File: src/rtl/l2_arb_pkg.sv
// Shared definitions for the two-core L2 port arbiter and the L1 caches that use it:
// owner encoding and the tag/index split of an L2 word address.
package l2_arb_pkg;

    localparam int L2_DATA_W = 32;
    localparam int L2_ADDR_W = 15;

    localparam int TAG_HI   = 14;
    localparam int TAG_LO   = 10;
    localparam int INDEX_HI = 9;
    localparam int INDEX_LO = 4;
    localparam int TAG_W    = TAG_HI - TAG_LO + 1;
    localparam int INDEX_W  = INDEX_HI - INDEX_LO + 1;

    localparam int CNT_W = 8;

    typedef enum logic [1:0] {
        FREE = 2'd0,
        OWN0 = 2'd1,
        OWN1 = 2'd2
    } owner_t;

    function automatic owner_t own_of(input logic core);
        return core ? OWN1 : OWN0;
    endfunction

endpackage

File: src/rtl/l2_bus_arbiter.sv
// Round-robin arbiter sharing one L2 port between two write-through L1 caches.
// Registered grant, combinational muxing, snoop forwarding and per-core statistics.
module l2_bus_arbiter
    import l2_arb_pkg::*;
#(
    parameter int n      = L2_DATA_W,
    parameter int ADDR_W = L2_ADDR_W
) (
    input  logic                clk,
    input  logic                rst_n,
    input  logic                i_l2_stall,
    input  logic [ADDR_W-1:0]   i_core0_l2_word_address,
    input  logic [n-1:0]        i_core0_l2_write_word,
    input  logic                i_core0_l2_read_request,
    input  logic                i_core0_l2_write_request,
    input  logic [ADDR_W-1:0]   i_core1_l2_word_address,
    input  logic [n-1:0]        i_core1_l2_write_word,
    input  logic                i_core1_l2_read_request,
    input  logic                i_core1_l2_write_request,
    input  logic [n-1:0]        i_l2_read_word,
    output logic [ADDR_W-1:0]   o_l2_word_address,
    output logic [n-1:0]        o_l2_write_word,
    output logic                o_l2_read_request,
    output logic                o_l2_write_request,
    output logic                o_core0_l2_busy,
    output logic [n-1:0]        o_core0_l2_read_word,
    output logic                o_core0_others_read_request,
    output logic                o_core0_others_write_request,
    output logic [TAG_W-1:0]    o_core0_others_block_tag,
    output logic [INDEX_W-1:0]  o_core0_others_block_index,
    output logic                o_core1_l2_busy,
    output logic [n-1:0]        o_core1_l2_read_word,
    output logic                o_core1_others_read_request,
    output logic                o_core1_others_write_request,
    output logic [TAG_W-1:0]    o_core1_others_block_tag,
    output logic [INDEX_W-1:0]  o_core1_others_block_index,
    output logic [31:0]         o_arb_statistics
);

    owner_t              r_owner;
    owner_t              w_owner_next;
    logic                r_rr;
    logic                w_rr_next;
    logic [ADDR_W-1:0]   r_addr_hold;

    logic [ADDR_W-1:0]   w_addr [2];
    logic [n-1:0]        w_wdata [2];
    logic [1:0]          w_rd;
    logic [1:0]          w_wr;
    logic [1:0]          w_req;
    logic [1:0]          w_busy;
    logic [1:0]          w_snoop_rd;
    logic [1:0]          w_snoop_wr;
    logic [TAG_W-1:0]    w_snoop_tag [2];
    logic [INDEX_W-1:0]  w_snoop_index [2];
    logic [CNT_W-1:0]    w_grant_cnt [2];
    logic [CNT_W-1:0]    w_wait_cnt [2];

    logic [ADDR_W-1:0]   w_l2_addr;
    logic [n-1:0]        w_l2_wdata;
    logic                w_l2_rd;
    logic                w_l2_wr;

    assign w_addr[0]  = i_core0_l2_word_address;
    assign w_addr[1]  = i_core1_l2_word_address;
    assign w_wdata[0] = i_core0_l2_write_word;
    assign w_wdata[1] = i_core1_l2_write_word;
    assign w_rd       = {i_core1_l2_read_request,  i_core0_l2_read_request};
    assign w_wr       = {i_core1_l2_write_request, i_core0_l2_write_request};

    // Ownership is kept while the owner's request stays high, so a refill train
    // (or write followed by refill) is never split; hand-off to a waiter has no bubble.
    always_comb begin
        w_owner_next = r_owner;
        w_rr_next    = r_rr;
        if (!i_l2_stall) begin
            case (r_owner)
                FREE: begin
                    if (w_req[0] && w_req[1]) begin
                        w_owner_next = own_of(r_rr);
                        w_rr_next    = ~r_rr;
                    end else if (w_req[0]) begin
                        w_owner_next = OWN0;
                    end else if (w_req[1]) begin
                        w_owner_next = OWN1;
                    end
                end
                OWN0: begin
                    if (!w_req[0]) begin
                        w_owner_next = w_req[1] ? OWN1 : FREE;
                    end
                end
                OWN1: begin
                    if (!w_req[1]) begin
                        w_owner_next = w_req[0] ? OWN0 : FREE;
                    end
                end
                default: w_owner_next = FREE;
            endcase
        end
    end

    always_ff @(posedge clk or negedge rst_n) begin
        if (!rst_n) begin
            r_owner     <= FREE;
            r_rr        <= 1'b0;
            r_addr_hold <= '0;
        end else begin
            r_owner     <= w_owner_next;
            r_rr        <= w_rr_next;
            r_addr_hold <= w_l2_addr;
        end
    end

    // With no owner the address keeps its last driven value; everything else goes quiet.
    always_comb begin
        w_l2_addr  = r_addr_hold;
        w_l2_wdata = '0;
        w_l2_rd    = 1'b0;
        w_l2_wr    = 1'b0;
        case (r_owner)
            OWN0: begin
                w_l2_addr  = w_addr[0];
                w_l2_wdata = w_wdata[0];
                w_l2_rd    = w_rd[0];
                w_l2_wr    = w_wr[0];
            end
            OWN1: begin
                w_l2_addr  = w_addr[1];
                w_l2_wdata = w_wdata[1];
                w_l2_rd    = w_rd[1];
                w_l2_wr    = w_wr[1];
            end
            default: ;
        endcase
    end

    genvar gi;
    generate
        for (gi = 0; gi < 2; gi++) begin : g_core
            localparam owner_t OWN_ME    = (gi == 0) ? OWN0 : OWN1;
            localparam owner_t OWN_OTHER = (gi == 0) ? OWN1 : OWN0;
            localparam int     OTHER     = 1 - gi;

            logic             w_grant_evt;
            logic             w_wait_evt;
            logic             w_other_owns;
            logic [CNT_W-1:0] r_grant_cnt;
            logic [CNT_W-1:0] r_wait_cnt;

            assign w_req[gi]    = w_rd[gi] | w_wr[gi];
            assign w_other_owns = (r_owner == OWN_OTHER);
            assign w_busy[gi]   = i_l2_stall | (w_req[gi] & (r_owner != OWN_ME));

            // Only a stall behind the other core's grant counts as waiting; the
            // single set-up cycle out of FREE does not.
            assign w_grant_evt = ~i_l2_stall & (r_owner != OWN_ME) & (w_owner_next == OWN_ME);
            assign w_wait_evt  = ~i_l2_stall & w_req[gi] & w_other_owns;

            always_ff @(posedge clk or negedge rst_n) begin
                if (!rst_n) begin
                    r_grant_cnt <= '0;
                    r_wait_cnt  <= '0;
                end else begin
                    if (w_grant_evt) r_grant_cnt <= r_grant_cnt + 1'b1;
                    if (w_wait_evt)  r_wait_cnt  <= r_wait_cnt + 1'b1;
                end
            end

            assign w_grant_cnt[gi]   = r_grant_cnt;
            assign w_wait_cnt[gi]    = r_wait_cnt;
            assign w_snoop_rd[gi]    = w_other_owns & w_rd[OTHER];
            assign w_snoop_wr[gi]    = w_other_owns & w_wr[OTHER];
            assign w_snoop_tag[gi]   = w_other_owns ? w_addr[OTHER][TAG_HI:TAG_LO] : '0;
            assign w_snoop_index[gi] = w_other_owns ? w_addr[OTHER][INDEX_HI:INDEX_LO] : '0;
        end
    endgenerate

    assign o_l2_word_address  = w_l2_addr;
    assign o_l2_write_word    = w_l2_wdata;
    assign o_l2_read_request  = w_l2_rd;
    assign o_l2_write_request = w_l2_wr;

    assign o_core0_l2_busy              = w_busy[0];
    assign o_core0_l2_read_word         = i_l2_read_word;
    assign o_core0_others_read_request  = w_snoop_rd[0];
    assign o_core0_others_write_request = w_snoop_wr[0];
    assign o_core0_others_block_tag     = w_snoop_tag[0];
    assign o_core0_others_block_index   = w_snoop_index[0];

    assign o_core1_l2_busy              = w_busy[1];
    assign o_core1_l2_read_word         = i_l2_read_word;
    assign o_core1_others_read_request  = w_snoop_rd[1];
    assign o_core1_others_write_request = w_snoop_wr[1];
    assign o_core1_others_block_tag     = w_snoop_tag[1];
    assign o_core1_others_block_index   = w_snoop_index[1];

    assign o_arb_statistics = {w_grant_cnt[0], w_grant_cnt[1], w_wait_cnt[0], w_wait_cnt[1]};

endmodule

File: config.mk
export PLATFORM = sky130hd
export DESIGN_NAME = l2_bus_arbiter
export DESIGN_NICKNAME = d
export VERILOG_FILES = /design/src/rtl/l2_arb_pkg.sv /design/src/rtl/l2_bus_arbiter.sv
export SDC_FILE = /design/constraint.sdc
export NUM_CORES = 1
export LEC_CHECK = 0
export CORE_AREA = 2 2 119 121
export DETAILED_ROUTE_END_ITERATION = 7
export DIE_AREA = 0 0 121 123
export GPL_TIMING_DRIVEN = 0
export PLACE_DENSITY = 0.68
export SYNTH_ARGS = -nofsm -noshare
export SYNTH_HDL_FRONTEND = slang
export SYNTH_SLANG_ARGS = --single-unit
export TNS_END_PERCENT = 10
File: constraint.sdc
create_clock -name clk -period 4.1 [get_ports clk]
set_clock_uncertainty 0.05 [all_clocks]
set_input_delay 0.82 -clock clk [delete_from_list [all_inputs] [get_ports clk]]
set_output_delay 0.82 -clock clk [all_outputs]
set_load 0.02 [all_outputs]
# == Yosys cells after proc, flatten, opt, wreduce, memory -nomap -nowiden ==
# Cells that the tools add are included.
# totals
reg_bits,50
wordCells,58
input_bits,133
# op_classes
addsub,4
n_eq_ne,6
n_mux,18
reduce_logical,3
bitwise_logic,20
# ops
operator,count
case mux 32 bit (2 select lines),1
"adder 8 x 1 -> 8 bit, second input constant",4
case mux 15 bit (2 select lines),1
2-to-1 mux 2 bit,8
AND 1 bit,14
2-to-1 mux 6 bit,2
2-to-1 mux 5 bit,2
case mux 2 bit (3 select lines),1
"equality test 2 x 1 -> 1 bit, second input constant",2
"equality test 2 bit, second input constant",2
bitwise OR 1 bit,4
case mux 1 bit (2 select lines),2
AND reduction 3 bit,1
zero test 2 bit,1
"!= test 2 x 1 -> 1 bit, second input constant",1
"!= test 2 bit, second input constant",1
inverter 1 bit,2
logical AND 1 bit,1
2-to-1 mux 1 bit,1

# == Depth between registers and ports, before layout ==
# Gate-level depths: netlist of run 1.
# depth
ltp_word,8
mapped_depth,8
ltp_nobuf,7

# == Worst setup path before layout of run 1 ==
# OpenSTA, ideal clock, no wires.
# synth_path
kind,reg-to-output
from,register r_owner[1]
to,output o_l2_word_address[13]
setup_slack_ns,1.341
stages_incl_launch_ff,8
path_buffers,2
t_required_ns,3.230
arrival_ns,1.889
path_cell_list,dfrtp_1 > inv_1 > ha_1 > clkbuf_1 > clkbuf_1 > and2_1 > nor2_1 > a21oi_1
# synth_via
elab_chain_cells,2
word_cells_on_any_way,3
# synth_rtl
element,line,text
"start, declared",l2_bus_arbiter.sv:40,owner_t r_owner;
"start signal, assigned",l2_bus_arbiter.sv:109,r_owner <= w_owner_next;
equality test 2 bit / equality test 2 x 1 -> 1 bit (equally long branches),l2_bus_arbiter.sv:121,case (r_owner)
case mux 15 bit (2 select lines) (*),l2_bus_arbiter.sv:121,
"end, declared",l2_bus_arbiter.sv:21,"output logic [ADDR_W-1:0] o_l2_word_address,"
# Mark *: on every way between the ends. The rest lies on a longest branch, timed or not.

# == Worst setup path after layout of run 1 ==
# layout_path
from,register r_owner[0]
to,output o_l2_word_address[1]
# Same word-level chain as after synthesis.

==> results.py, run 1 <==
metrics = {
    "placement": {
        "placed_cells": 836,
        "final_weighted_congestion_in_routability_driven_placement": 0.8010,
        "placement.cell_area_mm2": 0.006442,
        "number_of_port_buffers": 273,
        "place.detailed.hpwl_um": 11420,
    },
    "cts": {
        "cts_htree_levels": 2,
        "post_cts_clock_slew_at_the_launch_and_capture_registers_of_the_worst_setup_and_hold_paths_ns": 0.07,
        "cts.path.max_buffers": 2,
        "tritoncts": "done",
        "clkSinkCount": 50,
        "cts_buffers": 5,
        "later_pin_clock_latency_in_the_skew_report_ns": 0.29,
        "clockRootBuffer": "sky130_fd_sc_hd__clkbuf_16",
    },
    "setup_path": {
        "crit_cells": 7,
        "crit_path_cell_trace": "inv_1, ha_1, clkbuf_1, clkbuf_1, a22oi_1, a21oi_1, clkdlybuf4s50_1",
        "cp_top_family": "buffers and inverters",
        "worst_setup_path_startpoint": "r_owner[0]$_DFF_PN0_",
        "worstPathMaxFanout": 10,
        "worstPathRequired_ns": 3.23,
        "cp_data_arrival_time_ns": 3.04,
        "timing.critical_path.slowest_stage_cell": "sky130_fd_sc_hd__clkdlybuf4s50_1",
        "timing.setup.critical_path_class": "flip-flop to primary output",
        "cp_num_buf_inv": 4,
        "setup.worst_path.end_class": "primary output",
        "worst_r2r_startpoint": "r_owner[1]$_DFF_PN0_",
        "startpoint_type_of_the_worst_setup_path": "flip-flop",
        "rr_worst_depth": 7,
        "slowest_delay_ns": 0.67,
        "timing.critical_path.mode_cell": "sky130_fd_sc_hd__clkbuf_1",
    },
    "pwr": {
        "power_density_mw_per_mm2": 645.8,
        "power.ir.vdd_worst_mv": 0.3892,
        "p_total_mw": 4.264,
        "leakagePower_nw": 2.685,
    },
    "yosys": {
        "synth_most_common_cell": "sky130_fd_sc_hd__buf_4",
        "asyncSetResetFlopFracSynth_pct": 100.0,
        "syn-num-nets": 523,
        "synth.top_cells.by_area": "sky130_fd_sc_hd__dfrtp_1 36%, sky130_fd_sc_hd__buf_4 14%, sky130_fd_sc_hd__a22oi_1 7.8%, sky130_fd_sc_hd__nor2b_1 5.8%, sky130_fd_sc_hd__xnor2_1 4.8%",
        "number_of_flops_mapped_to_enable_cells_by_yosys": 0,
        "synth_top_area_cell": "sky130_fd_sc_hd__dfrtp_1",
        "postSynthAreaPerCell_um2": 9.083,
        "yosysSeqAreaShare_pct": 36.06,
        "synth.distinct_cells": 37,
        "netlist_area_mm2": 0.003470,
        "synth_ff_type": "sky130_fd_sc_hd__dfrtp_1",
        "netlist.area_leader.share_pct": 36.06,
        "ys_ff_latch": 50,
        "postSynthCellCount": 382,
        "netlist_top_cells_count": "64 x sky130_fd_sc_hd__buf_4, 50 x sky130_fd_sc_hd__dfrtp_1, 36 x sky130_fd_sc_hd__a22oi_1",
        "synth-warning-count": 0,
    },
    "min_path": {
        "worstHoldPathType": "primary input to asynchronous set/reset pin",
    },
    "detailed_routing": {
        "drt_pre_antenna_iters": 4,
        "wirelength_um": 13930,
        "routed_wire_length_per_instance_um": 16.51,
        "top_layer": "met4",
        "wl_met2_um": 7216,
        "initialDrtViolationCount": 118,
        "num_vias": 3774,
        "drc": 0,
        "vias_per_cell": 4.472,
        "wl_met3_um": 1133,
        "m1WireLength_um": 5472,
        "route.antenna.remaining_nets": 0,
    },
    "timing": {
        "hold_viol_final": 0,
        "final_period_minus_worst_setup_slack_ns": 3.909,
        "timing_worst_slew_pin_value_ns": 0.7126,
        "hold_slack_ns": 0.3921,
        "min_period_over_period_pct": 95.33,
        "grt_setup_unrepaired": "yes",
        "max_clock_freq_ghz": 0.2558,
        "maxSlewHeadroom_pct": 52.39,
        "slew_violations": 0,
        "finalSetupViolCount": 0,
        "final.setup.tns_ns": 0,
    },
    "die": {
        "placement_rows": 43,
        "die_ht_um": 123,
        "dieArea_mm2": 0.01488,
        "floorplan.initialDensity_pct": 25.49,
        "placeableCoreArea_mm2": 0.01361,
        "floorplan.die.width_um": 121,
        "ioPinCount": 306,
    },
    "global_routing": {
        "grt_first_pass_wirelength_um": 20000,
        "initial_antenna_violation_count": 0,
        "grt_pass1_vias": 3790,
        "pin_count_of_the_biggest_net_entering_global_routing": 36,
        "grt-ovfl-total": 0,
        "global_router_s_overall_resource_usage_pct": 17.10,
    },
    "finish": {
        "finish.net_count": 804,
        "seq_area_mm2": 0.001251,
        "final_cell_count_without_fillers": 844,
        "multi_input_combinational_cell_area_mm2": 0.001655,
        "area_growth_pct": 90.30,
        "insertedDiodeCount": 0,
        "final_cell_area_mm2": 0.006603,
        "layout-drive-gt1-share_pct": 13.10,
        "nFillCells": 1290,
    },
    "outcome": {
        "status": "finished, final reports clean",
    },
    "job": {
        "max_cap_violations": 0,
    },
}
[layout make-up]
class / instances / area share [%]
buffer: 84 / 8.471
sequential: 50 / 18.95
clock buffer: 6 / 2.103
inverter: 2 / 0.1137
clock inverter: 2 / 0.2653
multi-input combinational: 246 / 25.07
timing repair buffer: 274 / 41.61
tap: 180 / 3.411
[layer usage]
metal  GRT usage [%]  vias up
li1                -     1811
met1           20.14     1784
met2           31.64      169
met3           4.290       10
met4           3.052        0
met5               0        -
[cells in the final DEF, fill, tap and decap left out, drive strengths merged, types with 3 or more instances in the layout]
master and instances:
nand3 3, dfrtp 50, clkbuf 26, o211ai 3, o21bai 3, nand4 13
a21oi 19, nor2b 32, a22oi 36, ha 8, xnor2 19, nand2 10
mux2 4, buf 66, and2 27, clkdlybuf4s50 272, and3 4, xor2 10
nor2 34, o21a 3
[metrics by stage]
stage | setup slack, ns | util (%)
6_report | 0.1913 | 48.51
5_1_grt | -0.05367 | 48.51
4_1_cts | 0.01505 | 48.48
3_5_place_dp | 0.3408 | 47.33
3_3_place_gp | 0.3750 | 47.22
2_1_floorplan | 1.341 | -
[kinds of logic (layout without fill, tap and decap cells)]
group | Yosys count | after routing | share of synthesized area [%]
XOR/XNOR | 29 | 29 | 7.320
multiplexers | 4 | 4 | 1.298
AO/OA/AOI/OAI | 72 | 72 | 14.97
adder cells (fa/ha/maj) | 8 | 8 | 2.885
buffers and inverters | 86 | 368 | 16.23
flip-flops | 50 | 50 | 36.06
AND/OR/NAND/NOR | 133 | 133 | 21.24
[flip-flops by register name, indices dropped and copies added, names as in the netlist]
register            count
g_core.r_grant_cnt     16
g_core.r_wait_cnt      16
r_addr_hold            15
r_owner                 2
r_rr                    1
[final timing paths]
check	end	slack, ns
min in group clk	g_core[0].r_wait_cnt[7]$_DFFE_PN0P_	0.43
setup / recovery	o_l2_word_address[1]	0.19
setup reg to reg	g_core[1].r_wait_cnt[7]$_DFFE_PN0P_	1.55
max in group asynchronous	r_addr_hold[11]$_DFF_PN0_	3.08
hold reg to reg	g_core[0].r_wait_cnt[7]$_DFFE_PN0P_	0.43
hold / removal	g_core[1].r_grant_cnt[7]$_DFFE_PN0P_	0.39
[power by group]
part,switching [mW],internal [mW],leakage [nW],total (mW)
Clock,0.191,0.245,0.0770,0.436
Combinational,1.64,1.37,1.97,3.01
Sequential,0.146,0.668,0.636,0.814
[timing repair]
item	CTS	global route
gates resized for setup	0	6
endpoints found under the setup margin	0	8
buffers inserted	0	0
hold buffers	0	0
No activity file was read; power rests on OpenSTA's default activity.
==> run 2: changes to the inputs <==
--- a/config.mk
+++ b/config.mk
@@ -10,6 +10,7 @@
 export DIE_AREA = 0 0 121 123
 export GPL_TIMING_DRIVEN = 0
 export PLACE_DENSITY = 0.68
+export SKIP_CTS_REPAIR_TIMING = 1
 export SYNTH_ARGS = -nofsm -noshare
 export SYNTH_HDL_FRONTEND = slang
 export SYNTH_SLANG_ARGS = --single-unit
==> results of run 2 <==
The final DEF is identical to that of run 1; final timing and power are the same.
==> run 3: changes to the inputs <==
--- a/config.mk
+++ b/config.mk
@@ -9,7 +9,7 @@
 export DETAILED_ROUTE_END_ITERATION = 7
 export DIE_AREA = 0 0 121 123
 export GPL_TIMING_DRIVEN = 0
-export PLACE_DENSITY = 0.68
+export PLACE_DENSITY_LB_ADDON = 0.3
 export SKIP_CTS_REPAIR_TIMING = 1
 export SYNTH_ARGS = -nofsm -noshare
 export SYNTH_HDL_FRONTEND = slang
==> results.py, run 3 (synthesis gave the netlist of run 1 again) <==
metrics = {
    "outcome": {
        "status": "finished, final reports clean",
    },
    "finish": {
        "layout_common_cells": "272 x sky130_fd_sc_hd__clkdlybuf4s50_1, 64 x sky130_fd_sc_hd__buf_4, 50 x sky130_fd_sc_hd__dfrtp_1, 36 x sky130_fd_sc_hd__a22oi_1, 34 x sky130_fd_sc_hd__nor2_1",
        "leading_cell_type_in_the_layout_fill_and_taps_excluded": "sky130_fd_sc_hd__clkdlybuf4s50_1",
        "area_growth_pct": 90.01,
        "largest_regs": "g_core.r_grant_cnt (16), g_core.r_wait_cnt (16), r_addr_hold (15)",
        "insertedDiodeCount": 0,
        "final_cell_count_without_fillers": 844,
        "nFillCells": 1329,
        "finish.net_count": 804,
        "layout-drive-gt1-share_pct": 12.80,
    },
    "pwr": {
        "power_density_mw_per_mm2": 649.1,
        "switching_power_mw": 2.000,
        "p_total_mw": 4.279,
        "pwr-share-comb_pct": 71.3,
        "internal_power_mw": 2.279,
        "leakagePower_nw": 2.679,
        "switching_share_pct": 46.74,
        "clockPowerShare_pct": 9.7,
        "seqPwrFrac_pct": 19.1,
        "power.ir.vdd_worst_mv": 0.3181,
    },
    "placement": {
        "final_weighted_congestion_in_routability_driven_placement": 0.8219,
        "placement.setup.worst_slack_ns": 0.3733,
        "place.detailed.hpwl_um": 12150,
        "number_of_port_buffers": 273,
        "placed_cells": 836,
    },
    "global_routing": {
        "global_router_s_overall_resource_usage_pct": 18.34,
        "grt_first_pass_wirelength_um": 21160,
        "grt_pass1_vias": 3853,
        "grt-ovfl-total": 0,
        "pin_count_of_the_biggest_net_entering_global_routing": 35,
        "initial_antenna_violation_count": 0,
    },
    "die": {
        "dieArea_mm2": 0.01488,
        "placement_rows": 43,
        "die_ht_um": 123,
        "ioPinCount": 306,
        "floorplan.die.width_um": 121,
        "floorplan.initialDensity_pct": 25.49,
        "placeableCoreArea_mm2": 0.01361,
    },
    "detailed_routing": {
        "initialDrtViolationCount": 145,
        "route.antenna.remaining_nets": 0,
        "vias_per_cell": 4.486,
        "drt_pre_antenna_iters": 4,
        "num_vias": 3786,
        "routed_wire_length_per_instance_um": 17.46,
        "drc": 0,
        "wirelength_um": 14740,
    },
    "cts": {
        "post_cts_clock_slew_at_the_launch_and_capture_registers_of_the_worst_setup_and_hold_paths_ns": 0.06,
        "cts_htree_levels": 2,
        "later_pin_clock_latency_in_the_skew_report_ns": 0.28,
        "cts.path.max_buffers": 2,
        "tritoncts": "done",
        "clockRootBuffer": "sky130_fd_sc_hd__clkbuf_16",
        "cts_buffers": 5,
        "clkSinkCount": 50,
    },
    "timing": {
        "timing_worst_slew_pin_value_ns": 0.6905,
        "setup_slack_ns": 0.1861,
        "max_clock_freq_ghz": 0.2555,
        "maxSlewHeadroom_pct": 53.86,
        "grt_setup_unrepaired": "yes",
        "final_period_minus_worst_setup_slack_ns": 3.914,
        "hold_viol_final": 0,
        "slew_violations": 0,
        "min_period_over_period_pct": 95.46,
        "finalSetupViolCount": 0,
    },
    "min_path": {
        "worstHoldPathType": "primary input to asynchronous set/reset pin",
    },
    "setup_path": {
        "setup.worst_path.end_class": "primary output",
        "timing.reg2reg.setup_slack_ns": 1.51,
        "timing.setup.critical_path_class": "flip-flop to primary output",
        "cp_data_arrival_time_ns": 3.04,
        "startpoint_type_of_the_worst_setup_path": "flip-flop",
        "worstPathRequired_ns": 3.23,
        "worst_r2r_startpoint": "r_owner[0]$_DFF_PN0_",
        "r2r-end": "g_core[1].r_grant_cnt[1]$_DFFE_PN0P_",
        "worstPathMaxFanout": 10,
        "rr_worst_depth": 7,
    },
    "job": {
        "max_cap_violations": 0,
    },
}
==> run 3: final cells by class <==
class	count	area, um^2	share of cell area (%)
multi-input cells	246	1655	25.11
flip-flops and latches	50	1251	18.98
inverters	2	7.507	0.1139
clock buffers	7	142.6	2.164
clock inverters	1	5.005	0.07592
well taps	180	225.2	3.416
plain buffers	84	558.0	8.465
repair buffers	274	2748	41.68
==> run 3: through the flow <==
stage                     hold slack [ns]  TNS [ns]  instance area (um^2)  util (%)
after floorplan                    0.4077         0                  3470         -
after global placement             0.4071         0                  6427     47.22
after detailed placement           0.4067         0                  6442     47.33
after CTS                          0.4244         0                  6590     48.41
after global routing               0.4392  -0.02329                  6593     48.43
final                              0.4179         0                  6593     48.43
==> run 3: critical path: stages, from the launching register on <==
cell	delay [ns]
sky130_fd_sc_hd__dfrtp_1	0.46
sky130_fd_sc_hd__inv_1	0.13
sky130_fd_sc_hd__ha_1	0.15
sky130_fd_sc_hd__clkbuf_1	0.40
sky130_fd_sc_hd__clkbuf_1	0.46
sky130_fd_sc_hd__and2_1	0.22
sky130_fd_sc_hd__nor2_1	0.06
sky130_fd_sc_hd__a21oi_1	0.21
sky130_fd_sc_hd__clkdlybuf4s50_1	0.68
==> run 3: layer usage <==
metal  share of wire (%)  up-vias  track usage [%]
met5                   0        -                0
met4                 1.7        0            4.724
li1                    -     1813                -
met1                  40     1782            22.78
met3                 9.8       18            6.411
met2                  48      173            30.41
==> run 3: power groups by stage <==
stage	Sequential, mW	Combinational, mW	Clock (mW)
after detailed placement	0.822	3.06	0
after CTS	0.817	3.08	0.431
after global placement	0.812	3.02	0
after global routing	0.844	3.25	0.448
after floorplan	0.884	1.52	0
final	0.816	3.05	0.414
==> run 3: how the worst max path moves through the flow <==
| stage | startpoint | end | slack [ns] |
|---|---|---|---|
| detailed placement | r_owner[0]$_DFF_PN0_ | o_l2_word_address[0] | 0.37 |
| global route | r_owner[0]$_DFF_PN0_ | o_l2_word_address[6] | -0.02 |
| global placement | r_owner[0]$_DFF_PN0_ | o_l2_word_address[2] | 0.42 |
| finish | r_owner[0]$_DFF_PN0_ | o_l2_word_address[6] | 0.19 |
| CTS | r_owner[0]$_DFF_PN0_ | o_l2_word_address[0] | 0.05 |
| floorplan | r_owner[1]$_DFF_PN0_ | o_l2_word_address[13] | 1.34 |
